[src/rtl/net_switch_nxn.sv]
// rtl/net_switch_nxn.sv - NxN packet switch with virtual output queues and round-robin outputs
// Each (input, output) pair owns a FIFO; each output drains its column of FIFOs round-robin.
module net_switch_nxn #(
  parameter int N      = 4,
  parameter int DW     = 32,
  parameter int DEPTH  = 4,
  localparam int IW    = $clog2(N),
  localparam int W     = DW + 2 * IW
) (
  input  logic           clk,
  input  logic           rstn,
  input  logic [N-1:0]   in_vld,
  output logic [N-1:0]   in_rdy,
  input  logic [N*W-1:0] in_data,
  output logic [N-1:0]   out_vld,
  input  logic [N-1:0]   out_rdy,
  output logic [N*W-1:0] out_data,
  output logic [N-1:0]   err_dst
);
  localparam int AW = $clog2(DEPTH);
  localparam int CW = AW + 1;
  localparam int NQ = N * N;
  localparam logic [IW:0]   N_L  = (IW+1)'(N);
  localparam logic [CW-1:0] FULL = CW'(DEPTH);

  // VOQ[i][j] lives at flat index i*N + j
  logic [W-1:0]   mem_q [NQ][DEPTH];
  logic [W-1:0]   mem_d [NQ][DEPTH];
  logic [AW-1:0]  wp_q [NQ];
  logic [AW-1:0]  wp_d [NQ];
  logic [AW-1:0]  rp_q [NQ];
  logic [AW-1:0]  rp_d [NQ];
  logic [CW-1:0]  cnt_q [NQ];
  logic [CW-1:0]  cnt_d [NQ];
  logic [IW-1:0]  ptr_q [N];
  logic [IW-1:0]  ptr_d [N];
  logic [N-1:0]   out_vld_q, out_vld_d;
  logic [N*W-1:0] out_data_q, out_data_d;
  logic [N-1:0]   err_dst_q, err_dst_d;
  logic [NQ-1:0]  push, pop;
  logic [IW-1:0]  dst;
  logic           dst_bad;
  logic           found;
  int             v;
  int             g;

  assign out_vld  = out_vld_q;
  assign out_data = out_data_q;
  assign err_dst  = err_dst_q;

  always_comb begin
    mem_d      = mem_q;
    wp_d       = wp_q;
    rp_d       = rp_q;
    cnt_d      = cnt_q;
    ptr_d      = ptr_q;
    out_vld_d  = out_vld_q;
    out_data_d = out_data_q;
    err_dst_d  = '0;
    push       = '0;
    pop        = '0;
    in_rdy     = '0;
    dst        = '0;
    dst_bad    = 1'b0;
    found      = 1'b0;
    v          = 0;
    g          = 0;

    for (int i = 0; i < N; i++) begin
      dst     = in_data[i*W + DW +: IW];
      dst_bad = ({1'b0, dst} >= N_L);
      v       = dst_bad ? 0 : i * N + int'(dst);
      // Out-of-range destinations are always accepted so the producer never stalls on them
      in_rdy[i] = rstn && (dst_bad || (cnt_q[v] != FULL));
      if (in_vld[i] && in_rdy[i]) begin
        if (dst_bad) begin
          err_dst_d[i] = 1'b1;
        end else begin
          push[v]              = 1'b1;
          mem_d[v][wp_q[v]]    = in_data[i*W +: W];
          wp_d[v]              = wp_q[v] + 1'b1;
        end
      end
    end

    for (int j = 0; j < N; j++) begin
      if (!out_vld_q[j] || out_rdy[j]) begin
        found = 1'b0;
        g     = 0;
        for (int k = 0; k < N; k++) begin
          v = (int'(ptr_q[j]) + k) % N;
          if (!found && (cnt_q[v*N + j] != '0)) begin
            found = 1'b1;
            g     = v;
          end
        end
        if (found) begin
          v                      = g * N + j;
          pop[v]                 = 1'b1;
          rp_d[v]                = rp_q[v] + 1'b1;
          out_data_d[j*W +: W]   = mem_q[v][rp_q[v]];
          out_vld_d[j]           = 1'b1;
          ptr_d[j]               = IW'((g + 1) % N);
        end else begin
          out_vld_d[j] = 1'b0;
        end
      end
    end

    // Occupancy only looks at pre-edge state, so a full queue never passes through
    for (int q = 0; q < NQ; q++) begin
      cnt_d[q] = cnt_q[q] + CW'(push[q]) - CW'(pop[q]);
    end
  end

  always_ff @(posedge clk or negedge rstn) begin
    if (!rstn) begin
      wp_q       <= '{default: '0};
      rp_q       <= '{default: '0};
      cnt_q      <= '{default: '0};
      ptr_q      <= '{default: '0};
      out_vld_q  <= '0;
      out_data_q <= '0;
      err_dst_q  <= '0;
    end else begin
      wp_q       <= wp_d;
      rp_q       <= rp_d;
      cnt_q      <= cnt_d;
      ptr_q      <= ptr_d;
      out_vld_q  <= out_vld_d;
      out_data_q <= out_data_d;
      err_dst_q  <= err_dst_d;
    end
  end

  // Storage needs no reset: emptiness is carried by the counters
  always_ff @(posedge clk) begin
    mem_q <= mem_d;
  end

endmodule

[config.mk]
export PLATFORM = sky130hd
export DESIGN_NAME = net_switch_nxn
export DESIGN_NICKNAME = d
export VERILOG_FILES = /design/src/rtl/net_switch_nxn.sv
export SDC_FILE = /design/constraint.sdc
export NUM_CORES = 2
export LEC_CHECK = 0
export BUFFER_PORTS_ARGS = -buffer_cell sky130_fd_sc_hd__buf_2
export CAP_MARGIN = 10
export CORE_MARGIN = 10
export CORE_UTILIZATION = 39
export CTS_CLUSTER_DIAMETER = 120
export DETAILED_ROUTE_END_ITERATION = 7
export PLACE_DENSITY = 0.56
export SYNTH_ARGS = -nofsm -noshare
export SYNTH_HDL_FRONTEND = slang
export SYNTH_SLANG_ARGS = --single-unit
[constraint.sdc]
create_clock -name clk -period 4.2 [get_ports clk]
set_input_delay 0.42 -clock clk [delete_from_list [all_inputs] [get_ports clk]]
set_output_delay 0.42 -clock clk [all_outputs]
set_load 0.03 [all_outputs]
==> summary.md <==
| Metric | Value |
|---|---|
| Initial Utilization | 39.2% |
| Die height | between 500 and 600 um |
| I/O Buffers | around 310 |
| Highest Clock Rate | 259 MHz |
| Vias in the first global route | ~74,000 |
| Power Density | ~850 nW/um^2 |
| Crit-path max cell delay | between 900 and 1000 ps |
| H-tree levels | 5 |
| Post-synthesis sequential area ratio | ~69% |
| EDFF count, synth | between 2,000 and 2,500 |
| Synth Area per Inst | between 10 and 15 um^2 |
| Fin crit share | between 90 and 100% |
| Drc violations | 0 |
| TritonCTS Buffers | 281 |
| Number of I/O pins | between 300 and 400 |
| Setup fix buffers added after clock tree synthesis | 0 |
| CP max FO | between 40 and 50 |
| Clk sinks | around 2,600 |
| Core ar. | 279,000 um^2 |
| Max clock buf depth | 4 |
| Cts hold-fix bufs | 1 |
| GRT Total Usage | 28.7% |
| FF+latch area | about 76,000 um^2 |
| Routed wirelength normalized by instance count | 37.3 um |
| Synth cell types | 68 |
| CP top delay family | compound AO/OA/AOI/OAI gates |
| Global-route wire length before repair | 614,000 um |
| CP max-delay cell | a221o_2 |
| Footprint of the multi-input gates | between 30,000 and 40,000 um^2 |
| Top cell type's share of synthesized area | between 60% and 70% |
| Largest net degree at the start of global routing | roughly 180 |
| Number of setup violations in the final report | 0 |
| Initial antenna violation count | just over 100 |
| Placed Cells | ~12,000 |
| Most common flop cell mapped by yosys | edfxtp_1 |
| Synth warn | 0 |
| Clock tree from TritonCTS | yes |
| Pleak | ~46 nW |
| CP Class | flip-flop to flip-flop |
| DP HPWL | between 200,000 and 250,000 um |
| Final instance area | 126,000 um^2 |
| Post-cts sizing count | 0 |
| Max-slew headroom | between 20% and 30% |
| Pre-Repair DR Iteration Count | 6 |
| Clock Tree Root | clkbuf_16 |
| Gate Count Post-Synth | 7,989 |
| Die width | 550 um |
| Clock slew at reported path FFs | 60 ps |
| Drt initial violations | roughly 12,000 |
| Gr ovfl total | 0 |
| Worst min path class | input pin to flip-flop |
| Crit path launch type | flip-flop |
| Final wirelength | around 450,000 um |
| Final Hold Fails | 0 |
| Latest clock arrival within the worst-skew pair | around 880 ps |
| Actual slew at the worst max-slew pin | approximately 1200 ps |
| Status | finished clean |
| Skew final | about 60 ps |
| Final GP Congestion | 0.892 |
| Fin cells | around 12,000 |
| Fin nets | ~8,300 |
| Die ar. | 302,000 um^2 |
| CP Buf/Inv Count | 1 |
| Vias per cell | around 6.4 |
| Slew Viols, Final | 0 |
| Fillers | between 20,000 and 25,000 |
| Area after DPL | between 100,000 and 150,000 um^2 |
| Top cell type by total area after synthesis | edfxtp_1 |
| Crit path cell chain | or3_1, a21oi_1, a21boi_4, inv_8, a221o_2, a221oi_1, o21ai_0, o211ai_1 |
| P&R area growth vs syn | 14.8% |
| Vias after detailed routing | 76,900 |
| Max-cap check violation count | 0 |
| Fraction of registers with async set/reset | 10.4% |
| Synthesized flop and latch total | 2,572 |
| Site Rows | 194 |
| Util after Layout | 45.0% |
| Post-Route Setup TNS | 0 ps |
| Peak VDD IR | between 1 and 1.5 mV |
| WP data arrival | ~4600 ps |
| Top cells by area, synth | edfxtp_1 (63%), dfrtp_1 (6.1%), o211ai_1 (3.5%) |
| Remaining antenna violation count | 0 |
| Post-Syn Area | ~110,000 um^2 |
| Proportion of layout cells with a drive suffix above 1 | approximately 15% |
| Worst Path Required | 4900 ps |
| RSZ-0062 raised after global routing | false |
| CP Capture Type | flip-flop |
| Period minus WS final | 3870 ps |
==> metal layers <==
| metal | part of all wire (%) | vias up | track usage, % |
|---|---|---|---|
| met4 | 6.1 | 22 | 15.7 |
| met2 | 44 | 5388 | 43.2 |
| met1 | 37 | 39500 | 37.5 |
| li1 | - | 31200 | - |
| met3 | 12 | 874 | 8.00 |
| met5 | 0.032 | - | 0 |
==> path summary, 6_finish.rpt <==
path | start | end | slack, ps | cells after the start
worst min-delay path | out_rdy[1] | ptr_q[4] | 90 | 3
worst max register to register | cnt_q[23] | out_data[0] | 330 | 8
max in group asynchronous | rstn | out_data[92] | 1910 | 5
worst max-delay path | cnt_q[23] | out_data[0] | 330 | 8
worst min register to register | rp_q[7] | rp_q[7] | 480 | 2
min in group asynchronous | rstn | rp_q[10] | 120 | 2
==> area by class of cell <==
class	count	area share, %
antenna	49	0.0976
clock buffer	387	6.25
clock inverter	120	0.960
inverter	320	0.984
multi-input combinational	4358	23.9
sequential	2572	60.4
tap	3724	3.71
timing repair buffer	558	3.70
==> stage by stage <==
step	power, mW	setup WS, ps	hold slack [ps]
6_report	107	334	90.1
4_1_cts	107	400	62.3
3_3_place_gp	81.3	382	354
2_1_floorplan	63.9	33.6	124
3_5_place_dp	81.9	438	358
5_1_grt	112	223	78.5
==> cell usage in the layout (no fill, tap or decap), types with 31 or more instances in the layout <==
master and instances:
buf_4 155, nand4_1 73, edfxtp_1 2304, a221oi_1 72, o211a_1 218, buf_2 304, o211ai_1 512, dfrtp_1 268
mux2_2 115, inv_1 312, mux2_1 58, a211oi_1 218, clkinv_2 47, o221ai_1 72, a221o_1 74, a21oi_1 666
buf_12 97, mux2i_1 150, nand2_1 722, o21ai_0 62, o21ai_1 46, nor2_1 35, diode_2 49, clkbuf_1 71
xnor2_1 35, and2_2 64, ha_1 60, a22oi_1 289, clkbuf_16 288, and3_1 545, nor4_1 75, clkinv_1 31
==> kinds of logic (layout without fill, tap and decap cells) <==
group / after synthesis / count (layout) / share of synthesized area, %
other cells: 1 / 69 / 0.00343
compound gates: 2286 / 2286 / 14.9
simple gates: 1606 / 1606 / 7.44
mux: 330 / 330 / 3.29
xor+xnor: 36 / 36 / 0.288
flops: 2572 / 2572 / 69.3
fa+ha+maj: 80 / 80 / 1.02
buf+inv: 1078 / 1385 / 3.77
==> cell usage after synthesis (7+ instances only) <==
cell type,count
a211oi_1,219
a21oi_1,669
a221o_1,80
a221oi_1,74
a22oi_1,290
and2_1,92
and3_1,546
buf_1,39
buf_2,50
clkbuf_1,665
dfrtp_1,268
edfxtp_1,2304
fa_1,16
ha_1,64
inv_1,316
mux2_1,58
mux2_2,115
mux2i_1,150
mux4_2,7
nand2_1,723
nand2b_1,10
nand4_1,73
nor2_1,43
nor3_1,13
nor4_1,75
o211a_1,218
o211ai_1,512
o21ai_0,65
o21ai_1,46
o221ai_1,72
or3_1,9
xnor2_1,35
==> power breakdown <==
part	total (mW)	switching [mW]	leakage, nW	internal [mW]
clock	24.8	10.4	4.45	14.4
combinational	50.8	34.3	18.1	16.6
sequential	31.6	1.69	23.6	29.9
==> worst min-delay path, stage by stage <==
cell and delay (ps):
buf_2 70, nand2b_1 280, a21oi_1 110
==> flip-flops by register name, indices dropped and copies added (netlist names) <==
name      flops
out_vld       4
out_data    144
rp_q         32
cnt_q        48
wp_q         32
mem_q      2304
ptr_q         8
Note: power is estimated with default switching activity, not from simulation.
